===== src/rtl/uart_rx_buffer_pkg.sv =====
// uart_pkg: shared types and defaults for the UART receive buffer.
`default_nettype none

package uart_pkg;

   localparam int UART_DATA_W = 8;

   typedef enum logic [1:0] {
      WAIT_LOW = 2'd0,
      IDLE     = 2'd1,
      HOLD     = 2'd2
   } cap_state_t;

endpackage

`default_nettype wire


===== src/rtl/uart_rx_buffer_if.sv =====
// uart_rx_buffer_if: valid/ready byte stream from the receive buffer to its consumer.
`default_nettype none

interface uart_rx_buffer_if #(
   parameter int DATA_W = uart_pkg::UART_DATA_W
);

   logic [DATA_W-1:0] out_data;
   logic              out_valid;
   logic              out_ready;

   modport master (
      output out_data,
      output out_valid,
      input  out_ready
   );

   modport slave (
      input  out_data,
      input  out_valid,
      output out_ready
   );

endinterface

`default_nettype wire


===== src/rtl/uart_rx_buffer_sync2.sv =====
// uart_sync2: generic two-flop synchronizer, async active-low reset to zero.
`default_nettype none

module uart_sync2 #(
   parameter int WIDTH = 1
) (
   input  wire logic             clk,
   input  wire logic             rst,
   input  wire logic [WIDTH-1:0] d,
   output logic      [WIDTH-1:0] q
);

   logic [WIDTH-1:0] meta;

   always_ff @(posedge clk or negedge rst) begin
      if (!rst) begin
         meta <= '0;
         q    <= '0;
      end else begin
         meta <= d;
         q    <= meta;
      end
   end

endmodule

`default_nettype wire


===== src/rtl/uart_rx_buffer.sv =====
// uart_rx_buffer: captures one byte per rx_done pulse into a show-ahead FIFO
// and presents it as a valid/ready stream with level flags and sticky overrun.
`default_nettype none

module uart_rx_buffer
   import uart_pkg::*;
#(
   parameter int DATA_W      = UART_DATA_W,
   parameter int DEPTH       = 16,
   parameter int AFULL_LEVEL = 12
) (
   input  wire logic                     clk,
   input  wire logic                     rst,
   input  wire logic [DATA_W-1:0]        rx_data,
   input  wire logic                     rx_done,
   uart_rx_buffer_if.master              stream,
   output logic      [$clog2(DEPTH):0]   count,
   output logic                          empty,
   output logic                          full,
   output logic                          almost_full,
   output logic                          overrun,
   input  wire logic                     overrun_clr
);

   localparam int AW = $clog2(DEPTH);
   localparam int PW = AW + 1;
   localparam logic [PW-1:0] AFULL_C = PW'(AFULL_LEVEL);

   logic              done_s;
   cap_state_t        state;
   logic [1:0]        settle;
   logic [PW-1:0]     wr_ptr;
   logic [PW-1:0]     rd_ptr;
   logic [DATA_W-1:0] mem [DEPTH];

   logic              push;
   logic              pop;
   logic              accept;
   logic              drop;
   logic [PW-1:0]     wr_nxt;
   logic [PW-1:0]     rd_nxt;
   logic [PW-1:0]     count_nxt;

   uart_sync2 #(.WIDTH(1)) u_sync (
      .clk (clk),
      .rst (rst),
      .d   (rx_done),
      .q   (done_s)
   );

   // After reset done_s reads 0 until the synchronizer has refilled, so
   // WAIT_LOW ignores it for two cycles before trusting a low level.
   always_ff @(posedge clk or negedge rst) begin
      if (!rst) begin
         state  <= WAIT_LOW;
         settle <= 2'd0;
      end else begin
         case (state)
            WAIT_LOW: begin
               if (settle != 2'd2) begin
                  settle <= settle + 2'd1;
               end else if (!done_s) begin
                  state <= IDLE;
               end
            end
            IDLE:     if (done_s)  state <= HOLD;
            HOLD:     if (!done_s) state <= IDLE;
            default:  state <= WAIT_LOW;
         endcase
      end
   end

   assign push   = (state == IDLE) && done_s;
   assign pop    = stream.out_valid && stream.out_ready;
   // A full FIFO still takes the byte when the head leaves in the same cycle.
   assign accept = push && (!full || pop);
   assign drop   = push && full && !pop;

   assign wr_nxt    = wr_ptr + {{AW{1'b0}}, accept};
   assign rd_nxt    = rd_ptr + {{AW{1'b0}}, pop};
   assign count_nxt = wr_nxt - rd_nxt;

   always_ff @(posedge clk or negedge rst) begin
      if (!rst) begin
         wr_ptr      <= '0;
         rd_ptr      <= '0;
         count       <= '0;
         empty       <= 1'b1;
         full        <= 1'b0;
         almost_full <= 1'b0;
         overrun     <= 1'b0;
      end else begin
         wr_ptr      <= wr_nxt;
         rd_ptr      <= rd_nxt;
         count       <= count_nxt;
         empty       <= (wr_nxt == rd_nxt);
         full        <= (wr_nxt[AW] != rd_nxt[AW]) && (wr_nxt[AW-1:0] == rd_nxt[AW-1:0]);
         almost_full <= (count_nxt >= AFULL_C);
         if (drop) begin
            overrun <= 1'b1;
         end else if (overrun_clr) begin
            overrun <= 1'b0;
         end
      end
   end

   always_ff @(posedge clk) begin
      if (accept) begin
         mem[wr_ptr[AW-1:0]] <= rx_data;
      end
   end

   assign stream.out_data  = mem[rd_ptr[AW-1:0]];
   assign stream.out_valid = ~empty;

endmodule

`default_nettype wire


===== src/flat_wrapper.sv =====
// flat-port wrapper written by rule: the top's interface ports become plain ports
module uart_rx_buffer_flat import uart_pkg::*;
#(
   parameter int DATA_W      = UART_DATA_W,
   parameter int DEPTH       = 16,
   parameter int AFULL_LEVEL = 12
)
  (clk, rst, rx_data, rx_done, count, empty, full, almost_full, overrun, overrun_clr, stream_out_data, stream_out_valid, stream_out_ready);
  uart_rx_buffer_if #(.DATA_W(DATA_W)) stream_i ();
  input  wire logic clk;
  input  wire logic rst;
  input  wire logic [DATA_W-1:0] rx_data;
  input  wire logic rx_done;
  output logic      [$clog2(DEPTH):0] count;
  output logic empty;
  output logic full;
  output logic almost_full;
  output logic overrun;
  input  wire logic overrun_clr;
  output wire logic [$bits(stream_i.out_data)-1:0] stream_out_data;
  output wire logic [$bits(stream_i.out_valid)-1:0] stream_out_valid;
  input wire logic [$bits(stream_i.out_ready)-1:0] stream_out_ready;
  assign stream_out_data = stream_i.out_data;
  assign stream_out_valid = stream_i.out_valid;
  assign stream_i.out_ready = stream_out_ready;
  uart_rx_buffer #(.DATA_W(DATA_W), .DEPTH(DEPTH), .AFULL_LEVEL(AFULL_LEVEL)) u_core (.clk(clk), .rst(rst), .rx_data(rx_data), .rx_done(rx_done), .stream(stream_i), .count(count), .empty(empty), .full(full), .almost_full(almost_full), .overrun(overrun), .overrun_clr(overrun_clr));
endmodule

===== config.mk =====
export PLATFORM = sky130hd
export DESIGN_NAME = uart_rx_buffer_flat
export DESIGN_NICKNAME = d
export VERILOG_FILES = /design/src/rtl/uart_rx_buffer_pkg.sv /design/src/rtl/uart_rx_buffer_if.sv /design/src/rtl/uart_rx_buffer_sync2.sv /design/src/rtl/uart_rx_buffer.sv /design/src/flat_wrapper.sv
export SDC_FILE = /design/constraint.sdc
export NUM_CORES = 1
export LEC_CHECK = 0
export BUFFER_PORTS_ARGS = -buffer_cell sky130_fd_sc_hd__buf_4
export CORE_MARGIN = 2
export CORE_UTILIZATION = 65
export DETAILED_ROUTE_END_ITERATION = 16
export PLACE_DENSITY = 0.87
export SKIP_LAST_GASP = 1
export SYNTH_ARGS = -nofsm -noshare
export SYNTH_HDL_FRONTEND = slang
export SYNTH_SLANG_ARGS = --single-unit

===== constraint.sdc =====
create_clock -name clk -period 7.61 [get_ports clk]
set_input_delay 1.1415 -clock clk [delete_from_list [all_inputs] [get_ports clk]]
set_output_delay 1.1415 -clock clk [all_outputs]
set_load 0.1 [all_outputs]

Yosys cells after proc, flatten, opt, wreduce, memory -nomap -nowiden --
Memory sizes are Yosys's and may differ from the RTL's. Cells that the tools add are included.
Operators by class: $add $sub $neg 4, order comparisons 1, eq/ne operators 8, mux-type cells 8, bitwise gates (word level) 1, reductions and logical operators 13
Operators by type and width (number):
- adder 5 x 1 -> 5 bit | 2
- logical AND 1 bit | 6
- 2-to-1 mux 2 bit | 3
- != test 2 bit, second input constant | 3
- case mux 2 bit (3 select lines) | 1
- == test 5 bit | 1
- greater-or-equal comparator 5 x 4 -> 1 bit, second input constant | 1
- subtractor 5 bit | 1
- == test 4 bit | 1
- 2-to-1 mux 1 bit | 4
- AND reduction 2 bit | 2
- adder 2 x 1 -> 2 bit, second input constant | 1
- == test 2 x 1 -> 1 bit, second input constant | 1
- == test 2 bit, second input constant | 1
- zero test 1 bit | 2
- zero test 2 bit | 1
- nonzero test 2 bit | 1
- logical OR 1 bit | 1
- != test 1 bit | 1
- inverter 1 bit | 1
Storage, ports and cells: register bits after elaboration 25, bits in writable memories 128, output and inout port bits 18, word-level logic and storage cells 47, memories 1
Memory list:
- u_core.mem | words 16, bits a word 8, read ports 1, clocked after Yosys merged registers in 0, wr ports 1, RTL line uart_rx_buffer.sv:34 | logic [DATA_W-1:0] mem [DEPTH];

Depth between registers and ports, before layout --
word-level depth 7, gate-level depth with buffers 11, gate-level depth less buffers 11

By module --
A second synthesis with hierarchy kept.
Second synthesis, totals: cell total of the unflattened synthesis 296, area, all modules 6197.2 um^2
By module, submodules not included:
- uart_rx_buffer | times used 1, cells an instance 294, area an instance 6147.1 um^2
- uart_sync2 | times used 1, cells an instance 2, area an instance 50.0 um^2

Worst setup path after synthesis --
OpenSTA, ideal clock, no wires.
kind input to register, start input stream_out_ready, end register u_core.almost_full, setup time 79 ps, arrival time 3233 ps, required time 7531 ps, slack 4298 ps, stages on the path 10, buffers on the path 0, cell sequence nand2b_1 -> a21oi_1 -> ha_1 -> ha_1 -> xor2_1 -> ha_1 -> nor2b_1 -> a2111oi_0 -> a211oi_1 -> mux2i_1
Between the ends: word-level cells in the longest chain between the ends 6
RTL lines:
- start: declaration | RTL line flat_wrapper.sv:22 | input wire logic [$bits(stream_i.out_ready)-1:0] stream_out_ready;
- logical AND 1 bit | RTL line uart_rx_buffer.sv:74 | assign pop = stream.out_valid && stream.out_ready;
- logical OR 1 bit | RTL line uart_rx_buffer.sv:76 | assign accept = push && (!full || pop);
- logical AND 1 bit | RTL line uart_rx_buffer.sv:76
- adder 5 x 1 -> 5 bit | RTL line uart_rx_buffer.sv:79 | assign wr_nxt = wr_ptr + {{AW{1'b0}}, accept};
- named net u_core.wr_nxt[2] | RTL line uart_rx_buffer.sv:40 | logic [PW-1:0] wr_nxt;
- subtractor 5 bit | RTL line uart_rx_buffer.sv:81 | assign count_nxt = wr_nxt - rd_nxt;
- greater-or-equal comparator 5 x 4 -> 1 bit | RTL line uart_rx_buffer.sv:98 | almost_full <= (count_nxt >= AFULL_C);
- end signal: assignment | RTL line uart_rx_buffer.sv:98
- end: declaration | RTL line uart_rx_buffer.sv:20 | output logic almost_full,
The timed path passes the listed nets, and every way through them passes these cells. A chain may end at the register's enable or synchronous reset.

Worst setup path in the final report --
start register u_core.rd_ptr[0], end output stream_out_data[7]
Between the ends: word-level cells in the longest chain between the ends 1
RTL lines:
- start: declaration | RTL line uart_rx_buffer.sv:33 | logic [PW-1:0] rd_ptr;
- start signal: assignment | RTL line uart_rx_buffer.sv:94 | rd_ptr <= rd_nxt;
- memory read (16 x 8 bit)
- end: declaration | RTL line flat_wrapper.sv:20 | output wire logic [$bits(stream_i.out_data)-1:0] stream_out_data;
No other way between the ends.

==> metrics.md <==
| Metric | Value |
|---|---|
| DRT antenna net count | `0` |
| Vias in the first global route | `3,278` |
| Synthesis-to-finish area growth | `14.7%` |
| Critical R2R Launch | `u_core.rd_ptr[0]$_DFF_PN0_` |
| Num CTS Buffers | `17` |
| Via count | `~3.2k` |
| Status | `completed` |
| Row count | `35` |
| WL final | `around 13,000 um` |
| R2r worst-path depth | `9` |
| Worst R2R End | `u_core.almost_full$_DFF_PN0_` |
| Yosys warning count | `0` |
| Min cycle time layout | `a little over 4 ns` |
| Setup bufs post-CTS | `0` |
| Maxcap violations | `0` |
| Unrepaired setup endpoints after global routing | `false` |
| Router iterations before antenna repair | `5` |
| # nets final | `between 300 and 400` |
| Hold EP | `u_core.u_sync.q$_DFF_PN0_` |
| Via density | `6.55` |
| Layout cells sized above 1 | `22.9%` |
| Register area | `4470 um^2` |
| Starting density of the core | `66.4%` |
| Hold bufs inserted after CTS | `0` |
| Final Wtd Congestion | `0.814` |
| Worst Hold Class | `flop to flop` |
| H-tree depth | `4` |
| Crit start category | `flop` |
| Die Y | `about 100 um` |
| Critical path, cell by cell | `mux4_1 > a22oi_1 > nand2_1 > buf_4` |
| Post-CTS resize count | `0` |
| Slowest-stage cell, CP | `dfrtp_2` |
| WL/cell | `27.5 um` |
| Leading area contributor after synthesis | `edfxtp_1` |
| Yosys top cell area share | `62.9%` |
| Worst-path clk slew | `0.06 ns` |
| Main area contributors after synthesis | `edfxtp_1, dfrtp_1, mux4_2` |
| Longest Clk Path Bufs | `2` |
| GR Util All Layers | `28.3%` |
| WS Path Type | `flop to output port` |
| Worst relative slew slack | `~17%` |
| Max-slew violations | `0` |
| Total negative setup slack | `0 ns` |
| Worst-skew pair later-pin latency | `0.52 ns` |
| Area of the multi-input gates | `~1500 um^2` |
| Largest net degree at the start of global routing | `35` |
| Die Wd | `101 um` |
| Final setup fails | `0` |
| Req. time, crit path | `around 6.5 ns` |
| Initial antenna violation count | `0` |
| Final worst path period share | `53.3%` |
| Fin Clk Skew | `0.0101 ns` |
| CP Capture Type | `output port` |
| Num Clock Sinks | `153` |
| First-pass GRT wire length | `19,700 um` |
| Final hold vios | `0` |
| Hold Path Depth | `0` |
| Die area | `10,200 um^2` |
| Post-DP HPWL | `7410 um` |
| PortBufs | `30` |
| Total congestion overflow | `0` |
| Sequential area share after synthesis | `73.2%` |
| Critical hold path startpoint | `u_core.u_sync.meta$_DFF_PN0_` |
| CP max stage delay | `1.07 ns` |
| CTS tree | `yes` |
| Core Area | `9200 um^2` |
| Flop2flop setup slack | `4.30 ns` |
| Post-route DRC | `0` |
| Worst-margin pin slew | `1.24 ns` |
| Iter 0 DRT Violations | `273` |
| Cells after Synth | `approximately 320` |
| Fill count | `495` |
| Fmax | `between 200 and 250 MHz` |
| Critical path arrival | `2.91 ns` |
| Cell area after synthesis | `6110 um^2` |
| Number of synthesized register bits | `153` |
| Clock root cell | `clkbuf_8` |
| Syn Area/Cell | `approximately 19 um^2` |
| N_diodes | `0` |
| Io pins | `31` |
| Syn nets | `340` |
| Post-synth cell types | `35` |
| Critical path fanouts, max | `33` |
==> metrics by stage <==
| step | worst slack, ns | instance area (um^2) | instances | hold WS, ns | util (%) |
|---|---|---|---|---|---|
| 3_5_place_dp | 3.87 | 6420 | 450 | 0.351 | 69.8 |
| 4_1_cts | 3.50 | 7010 | 482 | 0.363 | 76.2 |
| 3_3_place_gp | 4.04 | 6420 | 450 | 0.333 | 69.8 |
| 2_1_floorplan | 4.30 | 6110 | 316 | 0.331 | - |
| 5_1_grt | 3.38 | 7010 | 482 | 0.361 | 76.2 |
| 6_report | 3.56 | 7010 | 482 | 0.362 | 76.2 |
==> critical path: cells and delay by family (launching register included) <==
family                 cells  cell delay [ns]
DFF                        1             1.07
muxes                      1             0.69
AOI/OAI and AO/OA          1             0.26
buffers and inverters      1             0.25
and+or+nand+nor            1             0.12
==> cells in the final DEF (no fill, tap or decap), drive strengths merged, types with 2 or more instances in the layout <==
master | synthesis | layout
nand2b | 3 | 3
a21oi | 2 | 2
a211oi | 2 | 2
nand2 | 12 | 12
clkbuf | 1 | 17
mux2i | 2 | 2
and2 | 3 | 3
xor2 | 6 | 6
mux4 | 32 | 32
clkinv | 0 | 6
nor2b | 4 | 4
a22oi | 16 | 16
dfrtp | 24 | 24
buf | 10 | 35
inv | 15 | 18
ha | 10 | 10
xnor2 | 6 | 6
clkinvlp | 0 | 3
edfxtp | 128 | 128
nand3 | 5 | 5
nand3b | 4 | 4
and4 | 2 | 2
bufinv | 0 | 3
nor3 | 5 | 5
nor2 | 15 | 15
==> cell usage after synthesis <==
cell	n
edfxtp_1	128
dfrtp_1	24
mux4_2	18
a22oi_1	16
inv_1	15
nor2_1	15
mux4_1	14
nand2_1	12
ha_1	10
xnor2_1	6
xor2_1	6
nand3_1	5
nor3_1	5
buf_2	4
nand3b_1	4
nor2b_1	4
and2_1	3
buf_6	3
nand2b_1	3
a211oi_1	2
a21oi_1	2
and4_1	2
buf_4	2
mux2i_1	2
a2111oi_0	1
and2b_1	1
buf_1	1
clkbuf_4	1
clkdlybuf4s25_2	1
dfstp_2	1
fa_1	1
nor4_1	1
o21a_1	1
o21ai_0	1
o22ai_1	1
==> per-layer routing <==
layer | global-route usage (%) | wire [um] | vias to the layer above
met5 | 0 | 0 | -
met4 | 10.8 | 287 | 0
met3 | 9.36 | 1010 | 22
met2 | 44.9 | 6810 | 162
met1 | 37.1 | 5150 | 1632
li1 | - | - | 1342
==> sequential cells by signal, summed over array words and instances (netlist names) <==
| name | count |
|---|---|
| u_core.mem | 128 |
| u_core.count | 5 |
| u_core.rd_ptr | 5 |
| u_core.wr_ptr | 5 |
| u_core.settle | 2 |
| u_core.state | 2 |
| u_core.almost_full | 1 |
| u_core.empty | 1 |
| u_core.full | 1 |
| u_core.overrun | 1 |
| u_core.u_sync.meta | 1 |
| u_core.u_sync.q | 1 |
==> layout make-up <==
class	instances	area share [%]
Inverter	15	0.803
Clock inverter	15	2.48
Tap cell	111	1.98
Clock buffer	17	5.91
Sequential cell	153	63.8
Multi-Input combinational cell	136	21.3
Timing Repair Buffer	35	3.75
==> worst max path at each step <==
stage,from,to,slack (ns)
floorplan,stream_out_ready,u_core.almost_full$_DFF_PN0_,4.30
global placement,stream_out_ready,u_core.almost_full$_DFF_PN0_,4.04
detailed placement,stream_out_ready,u_core.almost_full$_DFF_PN0_,3.87
CTS,u_core.rd_ptr[0]$_DFF_PN0_,stream_out_data[7],3.50
global route,u_core.rd_ptr[0]$_DFF_PN0_,stream_out_data[3],3.38
finish,u_core.rd_ptr[0]$_DFF_PN0_,stream_out_data[7],3.56
==> cells by family (layout without fill, tap and decap cells) <==
family / Yosys count / count (layout) / synth area share (%)
flip-flops: 153 / 153 / 73.2
AND/OR/NAND/NOR: 55 / 55 / 4.51
multiplexers: 34 / 34 / 13.0
buffers and inverters: 27 / 82 / 2.40
AO/OA/AOI/OAI: 24 / 24 / 2.83
XOR/XNOR: 12 / 12 / 1.72
adder cells (fa/ha/maj): 11 / 11 / 2.38
Power is not shown: default switching activity piles up to over one toggle a cycle in this logic, so the estimate is an artifact.
